File: config.mk
export PLATFORM = sky130hd
export DESIGN_NAME = count_arbiter_ctrl
export DESIGN_NICKNAME = d
export VERILOG_FILES = /design/src/rtl/count_arbiter_ctrl_pkg.sv /design/src/rtl/count_arbiter_ctrl_count_core.sv /design/src/rtl/count_arbiter_ctrl.sv
export SDC_FILE = /design/constraint.sdc
export NUM_CORES = 1
export LEC_CHECK = 0
export BUFFER_PORTS_ARGS = -buffer_cell sky130_fd_sc_hd__clkbuf_2
export CORE_ASPECT_RATIO = 0.8
export CORE_MARGIN = 8
export CORE_UTILIZATION = 40
export CTS_CLUSTER_DIAMETER = 200
export DETAILED_ROUTE_END_ITERATION = 16
export PLACE_DENSITY = 0.69
export SYNTH_ARGS = -nofsm -noshare
export SYNTH_HDL_FRONTEND = slang
export SYNTH_SLANG_ARGS = --single-unit
File: constraint.sdc
create_clock -name clk -period 1.4 [get_ports clk]
set_clock_uncertainty 0.15 [all_clocks]
set_input_delay 0.28 -clock clk [delete_from_list [all_inputs] [get_ports clk]]
set_output_delay 0.28 -clock clk [all_outputs]
set_load 0.05 [all_outputs]
File: src/rtl/count_arbiter_ctrl_pkg.sv
// Shared types and constants for the count arbiter controller and its counter core.
package count_arbiter_ctrl_pkg;

    typedef enum logic [1:0] {
        ST_IDLE = 2'd0,
        ST_RUN  = 2'd1,
        ST_DONE = 2'd2
    } state_e;

    localparam logic DIR_UP   = 1'b1;
    localparam logic DIR_DOWN = 1'b0;

endpackage : count_arbiter_ctrl_pkg

File: src/rtl/count_arbiter_ctrl_count_core.sv
// Mod-MOD up/down counter; zero flag is registered on the same edge as value.
module count_core
    import count_arbiter_ctrl_pkg::*;
#(
    parameter int MOD = 10,
    parameter int W   = 4
) (
    input  logic         clk,
    input  logic         rst_n,
    input  logic         en,
    input  logic         up,
    output logic [W-1:0] value,
    output logic         zero
);

    localparam logic [W-1:0] MAX_VAL = W'(MOD - 1);

    logic [W-1:0] value_q, value_d;
    logic         zero_q, zero_d;

    always_comb begin
        value_d = value_q;
        if (en) begin
            if (up == DIR_UP) begin
                value_d = (value_q == MAX_VAL) ? '0 : value_q + W'(1);
            end else begin
                value_d = (value_q == '0) ? MAX_VAL : value_q - W'(1);
            end
        end
        zero_d = (value_d == '0);
    end

    always_ff @(posedge clk or negedge rst_n) begin
        if (!rst_n) begin
            value_q <= '0;
            zero_q  <= 1'b1;
        end else begin
            value_q <= value_d;
            zero_q  <= zero_d;
        end
    end

    assign value = value_q;
    assign zero  = zero_q;

endmodule : count_core

File: src/rtl/count_arbiter_ctrl.sv
// Round-robin arbiter for two requesters sharing one counter; an FSM steps the counter
// LEN times per grant. States: IDLE = wait for req | RUN = one step per cycle | DONE = completion pulse.
module count_arbiter_ctrl
    import count_arbiter_ctrl_pkg::*;
#(
    parameter int MOD   = 10,
    parameter int W     = 4,
    parameter int LEN_W = 4
) (
    input  logic             clk,
    input  logic             rst_n,
    input  logic [1:0]       req,
    input  logic             dir0,
    input  logic             dir1,
    input  logic [LEN_W-1:0] len0,
    input  logic [LEN_W-1:0] len1,
    input  logic             abort,
    output logic [1:0]       ack,
    output logic [1:0]       done,
    output logic             aborted,
    output logic             busy,
    output logic             owner,
    output logic [W-1:0]     value,
    output logic             zero
);

    state_e           state_q, state_d;
    logic [LEN_W-1:0] remaining_q, remaining_d;
    logic             dir_q, dir_d;
    logic             owner_q, owner_d;
    logic             rr_q, rr_d;
    logic             aborted_q, aborted_d;
    logic [1:0]       ack_q, ack_d;

    logic             winner;
    logic             win_dir;
    logic [LEN_W-1:0] win_len;
    logic             step_en;

    // Favoured requester wins when asking; otherwise the other one, which must be asking.
    assign winner  = req[rr_q] ? rr_q : ~rr_q;
    assign win_dir = winner ? dir1 : dir0;
    assign win_len = winner ? len1 : len0;

    always_ff @(posedge clk or negedge rst_n) begin
        if (!rst_n) begin
            state_q <= ST_IDLE;
        end else begin
            state_q <= state_d;
        end
    end

    always_comb begin
        state_d = state_q;
        case (state_q)
            ST_IDLE: begin
                if (|req) begin
                    state_d = (win_len == '0) ? ST_DONE : ST_RUN;
                end
            end
            ST_RUN: begin
                if (abort || (remaining_q == LEN_W'(1))) begin
                    state_d = ST_DONE;
                end
            end
            ST_DONE: state_d = ST_IDLE;
            default: state_d = ST_IDLE;
        endcase
    end

    always_comb begin
        remaining_d = remaining_q;
        dir_d       = dir_q;
        owner_d     = owner_q;
        rr_d        = rr_q;
        aborted_d   = aborted_q;
        ack_d       = '0;
        case (state_q)
            ST_IDLE: begin
                if (|req) begin
                    owner_d        = winner;
                    dir_d          = win_dir;
                    remaining_d    = win_len;
                    aborted_d      = 1'b0;
                    ack_d[winner]  = 1'b1;
                end
            end
            ST_RUN: begin
                if (abort) begin
                    aborted_d = 1'b1;
                end else begin
                    remaining_d = remaining_q - LEN_W'(1);
                end
            end
            ST_DONE: rr_d = ~owner_q;
            default: ;
        endcase
    end

    always_ff @(posedge clk or negedge rst_n) begin
        if (!rst_n) begin
            remaining_q <= '0;
            dir_q       <= DIR_DOWN;
            owner_q     <= 1'b0;
            rr_q        <= 1'b0;
            aborted_q   <= 1'b0;
            ack_q       <= '0;
        end else begin
            remaining_q <= remaining_d;
            dir_q       <= dir_d;
            owner_q     <= owner_d;
            rr_q        <= rr_d;
            aborted_q   <= aborted_d;
            ack_q       <= ack_d;
        end
    end

    always_comb begin
        done    = '0;
        busy    = (state_q != ST_IDLE);
        aborted = (state_q == ST_DONE) && aborted_q;
        step_en = (state_q == ST_RUN) && !abort;
        if (state_q == ST_DONE) begin
            done[owner_q] = 1'b1;
        end
    end

    assign ack   = ack_q;
    assign owner = owner_q;

    count_core #(
        .MOD (MOD),
        .W   (W)
    ) u_count_core (
        .clk   (clk),
        .rst_n (rst_n),
        .en    (step_en),
        .up    (dir_q),
        .value (value),
        .zero  (zero)
    );

endmodule : count_arbiter_ctrl
==> key figures, run 1 <==
STA
  • Crit share post-route: 122%
  • Final setup viols: 20
  • Crit path time final: 1700 ps
  • Setup TNS: -2730 ps
  • Slew Viols, Final: 0
  • Fmax: 587 MHz
  • Final Worst Setup Slack: -304 ps
  • Hold WS: 94.1 ps
  • Worst-Margin Slew: 442 ps
  • Final Hold Viols: 0
  • RSZ-0062 raised after global routing: yes
  • Slew headroom: 70.5%

Power and ir drop
  • Total power: 3.93 mW
  • Seq pwr share: 24.1%
  • P per Cell Area: 2440 nW/um^2
  • Clock share of power: 6.9%
  • P_int: 2.09 mW
  • Combinational Power Share: 69.0%
  • Leakage: 0.721 nW
  • IR drop worst, VDD: 806 uV
  • Sw frac: 46.9%
  • Switch Pwr: 1.85 mW

GRT
  • Vias in the first global route: 1013
  • GR Layer Usage met1: 18.3%
  • Largest net degree at the start of global routing: 18
  • Global route hottest layer: met2
  • GRT met2 Usage: 19.0%
  • Met3 usage: 2.72%
  • Initial antenna violation count: 0
  • Global route total overflow: 0
  • Total GRT Usage: 13.2%
  • First-pass GRT wire length: 4830 um

Logic synthesis
  • Synth Area in Adders: 2.32%
  • Synth Warn #: 0
  • Leading area contributor after synthesis: dfrtp_1
  • Largest family of logic cells by synthesized area: simple AND/OR/NAND/NOR gates
  • Top cells by count, synth: dfrtp_1 (16), nor2_1 (12), inv_1 (6), mux2i_1 (6), o21ai_0 (6)
  • Most common cell in the netlist: dfrtp_1
  • Synth Area in Compound Gates: 19.4%
  • Multiplexer share of the synthesized area: 7.67%
  • Netlist cell types: 47
  • Flops & latches, synth: 17
  • Area contributors post-synth: dfrtp_1 (37%), mux2i_1 (5.6%), nor2_1 (4.2%)
  • Post-Syn Area: 1080 um^2
  • Async SR Flop Fraction: 100%
  • EDFF count, synth: 0
  • Xor/xnor share of the synthesized area: 3.25%
  • Avg Cell Area, Syn: 9.62 um^2
  • Simple-Gate Fraction of Synth Area: 21.4%
  • Sequential fraction of the synthesis area: 39.6%
  • Post-synthesis instance total: 112
  • Top_reg_cell synth: dfrtp_1
  • Net Count, Synth: 129
  • Share of the synthesized area in the top cell type: 37.2%

Route
  • Routed via count: 1034
  • Vias/cell: 5.25
  • First-pass DRT Iterations: 4
  • Detailed-route DRC error count: 0
  • Initial drt markers: 26
  • Routed WL: 2820 um
  • Routed WL per cell: 14.3 um
  • Post-route ant nets: 0

Cells and area
  • Final net count: 177
  • Antenna cell count: 0
  • P&R area growth vs syn: 49.5%
  • Non-Filler Instances: 197
  • Share of layout cells above drive strength 1: 48.4%

Clock network
  • H-tree depth: 1
  • CTS tree: yes
  • Max Root-Sink Buffers: 2
  • CTS clk-pin slew, worst paths: 100 ps
  • Number of CTS-inserted buffers: 3
  • Worst-Skew Late Latency: 300 ps
  • Clk root buf: clkbuf_4
  • Clk sinks: 17

Worst setup path
  • Critical Path AT: 1270 ps
  • R2R depth: 6
  • Critical path class: flop to output pin
  • Crit. End Element: output pin
  • Crit path launch type: flop
  • Worst Path Required: 970 ps
  • CP Max Fanout: 4

Placement
  • Routability Congestion: 0.771
  • Dpl hpwl: 1990 um
  • Port bufs: 26
  • Placed cell count: 184

Floorplan
  • Die area: 4620 um^2
  • Row cnt: 17
  • Chip Width: 74.0 um
  • Ports: 27
  • Initial Util: 40.5%
  • Die height: 62.4 um
  • Core Region: 2660 um^2

Worst hold path
  • WHS Path Cells: 3
  • Worst Hold Class: input port to flop

Status
  • Violated checks: setup timing
  • Status: finished, violations left

Flow run
  • Maximum Capacitance Violations: 0
registers in the layout (all words and copies together), names as in the netlist, 2 cells and up:
name,cells
remaining_q,4
u_count_core.value,4
ack,2
state_q,2
metal layers:
| metal | share of wire [%] | vias to the layer above |
|---|---|---|
| met5 | 0 | - |
| met2 | 44 | 37 |
| met4 | 1.8 | 0 |
| met1 | 48 | 491 |
| met3 | 6.3 | 4 |
| li1 | - | 502 |
power by group through the flow:
| stage | logic (mW) | registers [mW] | clock network (mW) |
|---|---|---|---|
| 5_1_grt | 2.92 | 0.982 | 0.308 |
| 3_5_place_dp | 2.07 | 1.08 | 0 |
| 3_3_place_gp | 2.04 | 1.06 | 0 |
| 2_1_floorplan | 1.33 | 1.26 | 0 |
| 4_1_cts | 2.64 | 0.935 | 0.286 |
| 6_report | 2.71 | 0.949 | 0.273 |
layout make-up:
type | instances | area [um^2]
clock inverter | 1 | 5.00
tap | 38 | 47.5
timing repair buffer | 48 | 414
multi-input combinational | 83 | 662
clock buffer | 3 | 22.5
fill | 224 | 1050
inverter | 7 | 26.3
sequential | 17 | 433
what timing repair did:
| item | 4_1_cts | 5_1_grt |
|---|---|---|
| resized for setup | 21 | 9 |
| setup endpoints to repair | 26 | 26 |
| endpoints found under the hold margin | 16 | 0 |
| pin swaps | 3 | 2 |
| hold buffers | 1 | 0 |
| gates cloned | 1 | 0 |
| buffers inserted | 6 | 1 |
per-stage QoR:
step	instance area [um^2]	setup WS (ps)	utilization, %
detailed placement	1390	-197	52.3
finish	1610	-304	60.6
floorplan	1110	-138	-
CTS	1590	-316	59.6
global route	1610	-352	60.6
global placement	1390	-138	52.3
placed cells by master (no fill, tap or decap), types with 4 or more instances in the layout:
cell type | synthesis | final
dfrtp_1 | 16 | 11
buf_4 | 0 | 22
nor2b_1 | 4 | 4
mux2i_1 | 6 | 6
o21ai_1 | 4 | 5
nor2_1 | 12 | 8
inv_1 | 6 | 6
clkbuf_2 | 0 | 15
dfrtp_2 | 0 | 5
o21ai_0 | 6 | 4
nand2_1 | 4 | 4
clkbuf_4 | 0 | 4
kinds of logic after synthesis:
group	Yosys count
multiplexers	7
adder cells (fa/ha/maj)	2
AND/OR/NAND/NOR	39
flip-flops	17
AO/OA/AOI/OAI	30
XOR/XNOR	4
buffers and inverters	13
path summary, 6_finish.rpt:
kind                            startpoint           endpoint  slack (ps)
worst max-delay path            state_q[1]               busy        -300
worst min-delay path                  dir1              dir_q          90
worst max register to register  state_q[1]     remaining_q[3]        -230
worst min register to register        rr_q               rr_q         430
max in group asynchronous            rst_n  u_count_core.zero         480
min in group asynchronous            rst_n             ack[1]         290
worst max-delay path: stages (launching register included):
cell,delay (ps)
dfrtp_1,420
buf_6,140
or2_4,240
clkbuf_16,170
No activity file was read; power rests on OpenSTA's default activity.
==> inputs of run 2 (changes only) <==
--- a/config.mk
+++ b/config.mk
@@ -6,7 +6,6 @@
 export NUM_CORES = 1
 export LEC_CHECK = 0
 export BUFFER_PORTS_ARGS = -buffer_cell sky130_fd_sc_hd__clkbuf_2
-export CORE_ASPECT_RATIO = 0.8
 export CORE_MARGIN = 8
 export CORE_UTILIZATION = 40
 export CTS_CLUSTER_DIAMETER = 200
==> run 2 against run 1 <==
Net effect:
- the flow still finishes with violations (setup timing)
- first-iteration DRC count rose to 3.6 times the previous value
- via count is 8.2% higher
- flip-flop and latch count is the same
- critical path depth stayed put
- cell count increased by 2.0%
==> key figures, run 2 (synthesis gave the netlist of run 1 again) <==
Route
  • Routed WL: 3390 um
  • Vias/cell: 5.57
  • Initial drt markers: 93
  • Routed WL per cell: 16.9 um
  • Detailed-route DRC error count: 0
  • First-pass DRT Iterations: 6
  • Routed via count: 1119
  • Post-route ant nets: 0

Placement
  • Placed cell count: 180
  • Dpl hpwl: 2140 um
  • Routability Congestion: 0.827
  • Port bufs: 26
  • Cell Area, Placed: 1400 um^2

Worst setup path
  • Flop2flop setup slack: -290 ps
  • R2R depth: 6
  • Crit. End Element: output pin
  • Worst Path Required: 970 ps
  • Slowest CP cell: dfrtp_1
  • R2R Path Start: state_q[0]
  • CP peak stage delay: 440 ps
  • CP Max Fanout: 4
  • Reg2reg end: u_count_core.value[2]
  • Critical path class: flop to output pin
  • CP Cell Sequence: buf_6 -> or2_4 -> clkbuf_16
  • Crit path launch type: flop
  • Critical Path AT: 1290 ps

Cells and area
  • Filler cells: 206
  • Share of layout cells above drive strength 1: 55.3%
  • Non-Filler Instances: 201
  • Final net count: 188
  • P&R area growth vs syn: 62.3%
  • Finished Core Util: 65.6%
  • Commonest non-fill, non-tap cell in the layout: buf_4
  • Multi-input gate area: 691 um^2
  • Commonest cells after routing, fill and taps aside: buf_4 (25), clkbuf_2 (16), dfrtp_1 (11)
  • Finished layout cell area: 1750 um^2
  • Antenna cell count: 0
  • Register Area: 433 um^2

Worst hold path
  • Worst Hold Class: input port to flop
  • Hold Startpoint: dir1
  • WHS Path Cells: 3
  • Hold endpoint: dir_q

STA
  • Final Worst Setup Slack: -315 ps
  • Final Hold Viols: 0
  • RSZ-0062 raised after global routing: yes
  • Setup TNS: -3570 ps
  • Slew Viols, Final: 0
  • Final setup viols: 20
  • Crit path time final: 1720 ps
  • Slew headroom: 64.6%
  • Fmax: 583 MHz
  • Worst-Margin Slew: 525 ps
  • Hold WS: 107 ps
  • Crit share post-route: 123%

Status
  • Violated checks: setup timing
  • Status: finished, violations left

Floorplan
  • Ports: 27
  • Row cnt: 19
  • Core Region: 2660 um^2
  • Die area: 4610 um^2
  • Chip Width: 67.9 um
  • Initial Util: 40.5%
  • Die height: 67.9 um

Clock network
  • Worst-Skew Late Latency: 310 ps
  • Clk root buf: clkbuf_4
  • CTS tree: yes
  • Max Root-Sink Buffers: 2
  • Clk sinks: 17
  • H-tree depth: 1
  • Number of CTS-inserted buffers: 3
  • CTS clk-pin slew, worst paths: 120 ps

Flow run
  • Maximum Capacitance Violations: 0

GRT
  • Largest net degree at the start of global routing: 18
  • Global route total overflow: 0
  • Initial antenna violation count: 0
  • First-pass GRT wire length: 5350 um
  • Total GRT Usage: 15.2%
  • Vias in the first global route: 1178

Power and ir drop
  • Leakage: 0.787 nW
  • P per Cell Area: 2500 nW/um^2
  • IR drop worst, VDD: 1800 uV
## run 2: cell count changes in the layout (fill, tap and decap cells not counted), moves of 2 or more
cell and change:
buf_4 +3, buf_6 +8, o21ai_0 -2, o21ai_1 +2
## run 2: how the worst max path moves through the flow
stage	startpoint	endpoint	slack, ps	cells past startpoint
floorplan	owner	done[0]	-140	1
global placement	state_q[1]	u_count_core.value[2]	-110	5
detailed placement	state_q[1]	u_count_core.value[2]	-130	5
CTS	state_q[0]	busy	-290	3
global route	state_q[1]	u_count_core.value[2]	-350	6
finish	state_q[0]	busy	-320	3
## run 2: per-layer routing
metal  share of wire [%]  vias up  wire [um]  GRT usage (%)
met3                 6.2       10        211           4.75
met4                 1.9        0         65           4.35
met2                  50       54       1690           26.5
met1                  42      538       1420           17.4
met5                   0        -          0              0
li1                    -      517          -              -
## run 2: report_power, final
group	switching (mW)	leakage (nW)	internal [mW]
registers	0.230	0.200	0.732
clock network	0.190	0.0177	0.107
logic	1.63	0.570	1.48
total	2.05	0.787	2.31
## run 2: critical path, delay by kind of cell (launching register included)
| family | cells | cell delay [ps] |
|---|---|---|
| and+or+nand+nor | 1 | 230 |
| buffers and inverters | 2 | 300 |
| DFF | 1 | 440 |
## run 2: area by class of cell
cell class              instances  area share [%]
multi-input cells              82            39.5
repair buffers                 60            30.4
flip-flops and latches         17            24.8
well taps                      31            2.22
inverters                       7            1.50
clock buffers                   3            1.29
clock inverters                 1           0.286
## run 2: metrics by stage
step                power [mW]  worst slack (ps)
CTS                       4.13              -286
global placement          3.18              -112
detailed placement        3.25              -134
floorplan                 2.59              -138
finish                    4.36              -315
global route              4.63              -349
## run 2: what timing repair did
item,in CTS,in global routing
setup endpoints to repair,23,24
pin swaps,4,0
gates resized for setup,35,12
cloned,0,1
hold buffers,1,0
buffers inserted,12,4
hold endpoints to repair,16,0
